[config.mk]
export PLATFORM = sky130hd
export DESIGN_NAME = tpu_instr_dispatch
export DESIGN_NICKNAME = d
export VERILOG_FILES = /design/src/rtl/tpu_instr_dispatch.sv
export SDC_FILE = /design/constraint.sdc
export NUM_CORES = 1
export LEC_CHECK = 0
export ABC_AREA = 1
export BUFFER_PORTS_ARGS = -buffer_cell sky130_fd_sc_hd__buf_4
export CAP_MARGIN = 20
export CELL_PAD_IN_SITES_DETAIL_PLACEMENT = 0
export CELL_PAD_IN_SITES_GLOBAL_PLACEMENT = 1
export CORE_MARGIN = 2
export CORE_UTILIZATION = 40
export DETAILED_ROUTE_END_ITERATION = 10
export PLACE_DENSITY_LB_ADDON = 0.1
export SYNTH_ARGS = -nofsm -noshare
export SYNTH_HDL_FRONTEND = slang
export SYNTH_SLANG_ARGS = --single-unit
[constraint.sdc]
create_clock -name clock -period 3.4 [get_ports clock]
set_input_delay 0.34 -clock clock [delete_from_list [all_inputs] [get_ports clock]]
set_output_delay 0.34 -clock clock [all_outputs]
set_load 0.05 [all_outputs]
[src/rtl/tpu_instr_dispatch.sv]
// Instruction dispatcher: streams issue number, thread ID, then L memory
// words to the TPU front-end, replaying any word the front-end rejects.
//
// Ports:
//   clock, reset          clock; synchronous active-high reset
//   I_Start, I_Abort      begin a dispatch (IDLE only) / abandon it
//   I_IssueNo, I_ThreadID header values, latched at start
//   I_Base, I_Len         first address and word count L, latched at start
//   O_Rd_En, O_Rd_Addr    memory read strobe/address (data next cycle)
//   I_Rd_Data             memory read data
//   O_Req, O_Instr        transfer window and {valid, payload}
//   I_Nack                front-end rejects the presented word
//   O_Term, O_Busy        end-of-transfer pulse, dispatch in progress
module tpu_instr_dispatch #(
   parameter int INSTR_W = 32,
   parameter int ID_W    = 8,
   parameter int ISSUE_W = 8,
   parameter int ADDR_W  = 10
) (
   input  logic               clock,
   input  logic               reset,
   input  logic               I_Start,
   input  logic               I_Abort,
   input  logic [ISSUE_W-1:0] I_IssueNo,
   input  logic [ID_W-1:0]    I_ThreadID,
   input  logic [ADDR_W-1:0]  I_Base,
   input  logic [ADDR_W:0]    I_Len,
   output logic               O_Rd_En,
   output logic [ADDR_W-1:0]  O_Rd_Addr,
   input  logic [INSTR_W-1:0] I_Rd_Data,
   output logic               O_Req,
   output logic [INSTR_W:0]   O_Instr,
   input  logic               I_Nack,
   output logic               O_Term,
   output logic               O_Busy
);

   localparam int IDX_W = ADDR_W + 2;

   typedef enum logic [1:0] {
      IDLE,
      XFER,
      REPLAY,
      TERM
   } state_t;

   state_t             state;
   logic [IDX_W-1:0]   idx;
   logic [ISSUE_W-1:0] issue;
   logic [ID_W-1:0]    tid;
   logic [ADDR_W-1:0]  base;
   logic [ADDR_W:0]    len;
   logic [INSTR_W-1:0] hdr;
   logic               valid;
   logic               from_mem;

   logic [IDX_W-1:0]   words;
   logic [IDX_W-1:0]   nxt;
   logic [IDX_W-1:0]   nxt2;
   logic               stop;

   assign words = {1'b0, len} + IDX_W'(2);
   assign nxt   = idx + IDX_W'(1);
   assign nxt2  = idx + IDX_W'(2);
   assign stop  = (state == TERM) ||
                  ((state != IDLE) && I_Abort);

   // Memory words are forwarded straight from the read port; only the
   // select is registered, so the read must be issued one cycle ahead.
   assign O_Instr = {valid, from_mem ? I_Rd_Data : hdr};

   // Address of stream word w (w >= 2), wrapping modulo 2^ADDR_W.
   function automatic logic [ADDR_W-1:0] addr_of(
      input logic [IDX_W-1:0]  w,
      input logic [ADDR_W-1:0] b
   );
      logic [IDX_W-1:0] t;
      t = {2'b00, b} + w - IDX_W'(2);
      return t[ADDR_W-1:0];
   endfunction

   always_ff @(posedge clock) begin
      if (reset) begin
         state     <= IDLE;
         idx       <= '0;
         issue     <= '0;
         tid       <= '0;
         base      <= '0;
         len       <= '0;
         hdr       <= '0;
         valid     <= 1'b0;
         from_mem  <= 1'b0;
         O_Req     <= 1'b0;
         O_Busy    <= 1'b0;
         O_Term    <= 1'b0;
         O_Rd_En   <= 1'b0;
         O_Rd_Addr <= '0;
      end else if (stop) begin
         state   <= IDLE;
         valid   <= 1'b0;
         O_Req   <= 1'b0;
         O_Busy  <= 1'b0;
         O_Term  <= 1'b0;
         O_Rd_En <= 1'b0;
      end else begin
         case (state)
            IDLE: begin
               if (I_Start) begin
                  issue    <= I_IssueNo;
                  tid      <= I_ThreadID;
                  base     <= I_Base;
                  len      <= I_Len;
                  idx      <= '0;
                  hdr      <= INSTR_W'(I_IssueNo);
                  from_mem <= 1'b0;
                  valid    <= 1'b1;
                  O_Req    <= 1'b1;
                  O_Busy   <= 1'b1;
                  O_Term   <= 1'b0;
                  O_Rd_En  <= 1'b0;
                  state    <= XFER;
               end
            end
            XFER: begin
               if (I_Nack) begin
                  // Re-read the rejected word so it is ready again.
                  state     <= REPLAY;
                  valid     <= 1'b0;
                  O_Rd_En   <= idx >= IDX_W'(2);
                  O_Rd_Addr <= addr_of(idx, base);
               end else if (nxt < words) begin
                  idx      <= nxt;
                  from_mem <= nxt >= IDX_W'(2);
                  if (nxt == IDX_W'(1))
                     hdr <= INSTR_W'(tid);
                  // Speculative read of the word after the next one.
                  O_Rd_En   <= nxt2 < words;
                  O_Rd_Addr <= addr_of(nxt2, base);
               end else begin
                  state   <= TERM;
                  valid   <= 1'b0;
                  O_Req   <= 1'b0;
                  O_Term  <= 1'b1;
                  O_Rd_En <= 1'b0;
               end
            end
            REPLAY: begin
               state    <= XFER;
               valid    <= 1'b1;
               from_mem <= idx >= IDX_W'(2);
               hdr      <= (idx == '0) ? INSTR_W'(issue)
                                       : INSTR_W'(tid);
               O_Rd_En   <= (nxt >= IDX_W'(2)) && (nxt < words);
               O_Rd_Addr <= addr_of(nxt, base);
            end
            default: state <= IDLE;
         endcase
      end
   end

endmodule

==> metrics.md <==
| Metric | Value |
|---|---|
| ANT cells | `0` |
| Pleak | `between 4 and 5 nW` |
| # DRC | `0` |
| Via/cell ratio | `4.89` |
| Clk_lat worst skew | `about 0.36 ns` |
| Core Footprint | `16,400 sq um` |
| GRT Overall Usage | `a little under a quarter` |
| P per Cell Area | `~1000 nW/um^2` |
| Number of global-route vias before repair | `6,213` |
| Core Util, Final | `~50%` |
| Fillers | `1,738` |
| Fmax achieved | `324 MHz` |
| DIE WIDTH | `133 um` |
| Max Cap Violations | `0` |
| Die footprint | `17,600 sq um` |
| CTS Sinks | `75` |
| Area Overhead vs Synth | `22.2%` |
| Syn Inst Count | `between 1,000 and 1,500` |
| Fin crit period | `3.08 ns` |
| Post-synthesis xor/xnor area fraction | `2.74%` |
| Net count after synthesis | `between 1,000 and 1,500` |
| Total congestion overflow | `0` |
| Largest net degree at the start of global routing | `53` |
| Setup Fix Bufs, Post-CTS | `0` |
| Synth Register Bits | `75` |
| Worst Tran Pin Value | `0.863 ns` |
| Cell area after layout | `8110 sq um` |
| YS warnings | `0` |
| Initial Util | `40.4%` |
| Area post-placement | `roughly 7800 sq um` |
| Register area | `between 1500 and 2000 sq um` |
| Crit Path Class | `flop to flop` |
| Post-CTS Hold Buffers | `0` |
| Vias post-DR | `6,710` |
| Maximum vdd drop | `0.481 mV` |
| Area of the multi-input gates | `about 4300 sq um` |
| CTS Buf Count | `9` |
| Post-synthesis adder-cell area fraction | `between 15 and 20%` |
| Cell Rows | `47` |
| PortBufs | `120` |
| Clock Path Buffers | `2` |
| Final period utilization | `90.7%` |
| WL/cell | `about 15 um` |
| Critical path data arrival time | `3.32 ns` |
| Drt first-iter violations | `~380` |
| Clock network power share | `between 10% and 20%` |
| Main combinational cell family by area after synthesis | `simple AND/OR/NAND/NOR gates` |
| RSZ-0062 raised after global routing | `no` |
| Synth Cell Area | `6630 sq um` |
| Mapped Avg Cell Area | `around 6.4 sq um` |
| Combinational power share | `a little under three quarters` |
| Fin Hold WS | `between 0.2 and 0.25 ns` |
| Net Sw Frac | `54.5%` |
| Final GP Congestion | `0.817` |
| Mux share of post-synthesis cell area | `0%` |
| Chip height | `approximately 130 um` |
| Worst setup SP type | `flop` |
| DP HPWL | `15.7 mm` |
| Critical Path RT | `3.64 ns` |
| Status | `finished, final reports clean` |
| Post-Route WL | `20.1 mm` |
| Int Power | `0.00367 W` |
| Antenna violations before repair | `0` |
| Clock-pin slew on the worst setup and hold paths | `0.08 ns` |
| Seq pwr share | `between 15 and 20%` |
| I/O pin total | `between 100 and 150` |
| Worst min-delay path class | `input port to flop` |
| Critical-path maximum fanout | `12` |
| Register area share after synthesis | `22.6%` |
| Nets | `approximately 1,300` |
| CTS H-tree lvls | `3` |
| Global-route wire length before repair | `32.1 mm` |
| Post-Synth Simple-Gate Area | `about 27%` |
| CTS tree | `done` |
| TritonRoute pass-1 iters | `5` |
| Sw Pwr | `0.00440 W` |
| Setup TNS | `0 ns` |
| Complex-gate fraction of the synthesized area | `18.4%` |
| Share of cells above drive strength 1 | `17.1%` |
| Root buf cell | `clkbuf_16` |
| Final Max Slew Viols | `0` |
| Remaining antenna violation count | `0` |
| Nature of the critical path endpoint | `flop` |
| Final-report hold violation count | `0` |
| Tot Pwr | `0.00808 W` |
| Rel. slew slack | `42.1%` |
| Finish-stage setup viols | `0` |
| Cell variety after synth | `47` |
| Final clock skew | `roughly 0.015 ns` |
## cells by family after synthesis
group	count (synthesis)
AOI/OAI and AO/OA	227
xor gates and xnor gates	19
adders and majority gates	82
buffers and inverters	220
DFF	75
and+or+nand+nor	406
## through the flow
step / cells / setup WS (ns)
floorplan: 1029 / 0.610
global placement: 1354 / 0.382
detailed placement: 1354 / 0.213
CTS: 1370 / 0.192
global route: 1371 / 0.00553
finish: 1371 / 0.315
## cell usage after synthesis, drive strengths merged
cell type  count  area [sq um]
nand2        212           851
inv          187           702
nor2         127           512
o21ai        111           567
a21oi         88           440
ha            79           988
dfxtp         75          1500
nand3         37           223
clkbuf        22          83.8
nand4         21           146
xor2          13           129
a31oi          9          56.3
buf            9          75.1
xnor2          6          52.6
nor3           5          52.6
fa             3          60.1
o211a          3          30.0
o211ai         3          22.5
o22ai          3          18.8
a21o           2          15.0
a22oi          2          15.0
clkinv         2          7.51
or2            2          12.5
a211oi         1          7.51
a21boi         1          18.8
and2           1          6.26
nor4           1          6.26
o21a           1          7.51
o21bai         1          7.51
o221ai         1          8.76
o311ai         1          8.76
## power by group through the flow
| stage | sequential, W | combinational, W | clock [W] |
|---|---|---|---|
| finish | 0.00135 | 0.00574 | 0.000985 |
| global route | 0.00139 | 0.00651 | 0.00105 |
| CTS | 0.00135 | 0.00569 | 0.00101 |
| detailed placement | 0.00137 | 0.00566 | 0 |
| global placement | 0.00137 | 0.00567 | 0 |
| floorplan | 0.00145 | 0.00412 | 0 |
## flip-flops by register name, indices dropped and copies added, names as in the netlist, 2 cells and up
name	cells
hdr	8
tid	8
idx	12
state	2
O_Rd_Addr	10
base	10
len	11
issue	8
## cell type report
cell class | count | area share, %
inverter | 189 | 8.75
timing repair buffer | 136 | 12.8
clock buffer | 9 | 2.78
tap | 220 | 3.40
sequential | 75 | 18.5
multi-input combinational | 735 | 52.9
clock inverter | 7 | 0.926
## metal layers
metal,wire (um),up-vias,global-route usage [%]
li1,-,3550,-
met1,9640,3000,31.1
met2,9310,142,37.3
met3,871,18,4.56
met4,290,0,4.60
met5,0,-,0
## what timing repair did
action,in CTS,in global routing
resized for setup,0,6
endpoints found under the setup margin,0,30
endpoints found under the hold margin,0,0
## placed cells by master (no fill, tap or decap), types with 11 or more instances in the layout
cell type and instances:
nand3_1 31, buf_4 135, nand4_1 20, ha_1 79
nor2_1 118, xor2_1 11, inv_1 184, nand2_1 198
a21oi_1 88, o21ai_0 100, dfxtp_1 75
## final timing paths
check | startpoint | end | slack (ns) | depth (start not counted)
worst max-delay path | idx[1] | idx[7] | 0.32 | 17
worst min-delay path | I_ThreadID[5] | tid[5] | 0.20 | 3
worst max register to register | idx[1] | idx[7] | 0.32 | 17
worst min register to register | O_Term | O_Term | 0.48 | 2
## worst max-delay path, stage by stage (launching register included)
cell and delay (ns):
dfxtp_1 0.45, ha_1 0.28, nand3_2 0.16, nor2_4 0.21, nand4_1 0.10, nand3_1 0.13, inv_1 0.11, ha_1 0.32
a21oi_1 0.15, inv_1 0.06, nand4_1 0.08, nand2_1 0.08, inv_2 0.07, nand2_4 0.07, nand2_4 0.12, nand3_2 0.26
o21ai_1 0.24, a21oi_1 0.05
No activity file was read; power rests on OpenSTA's default activity.
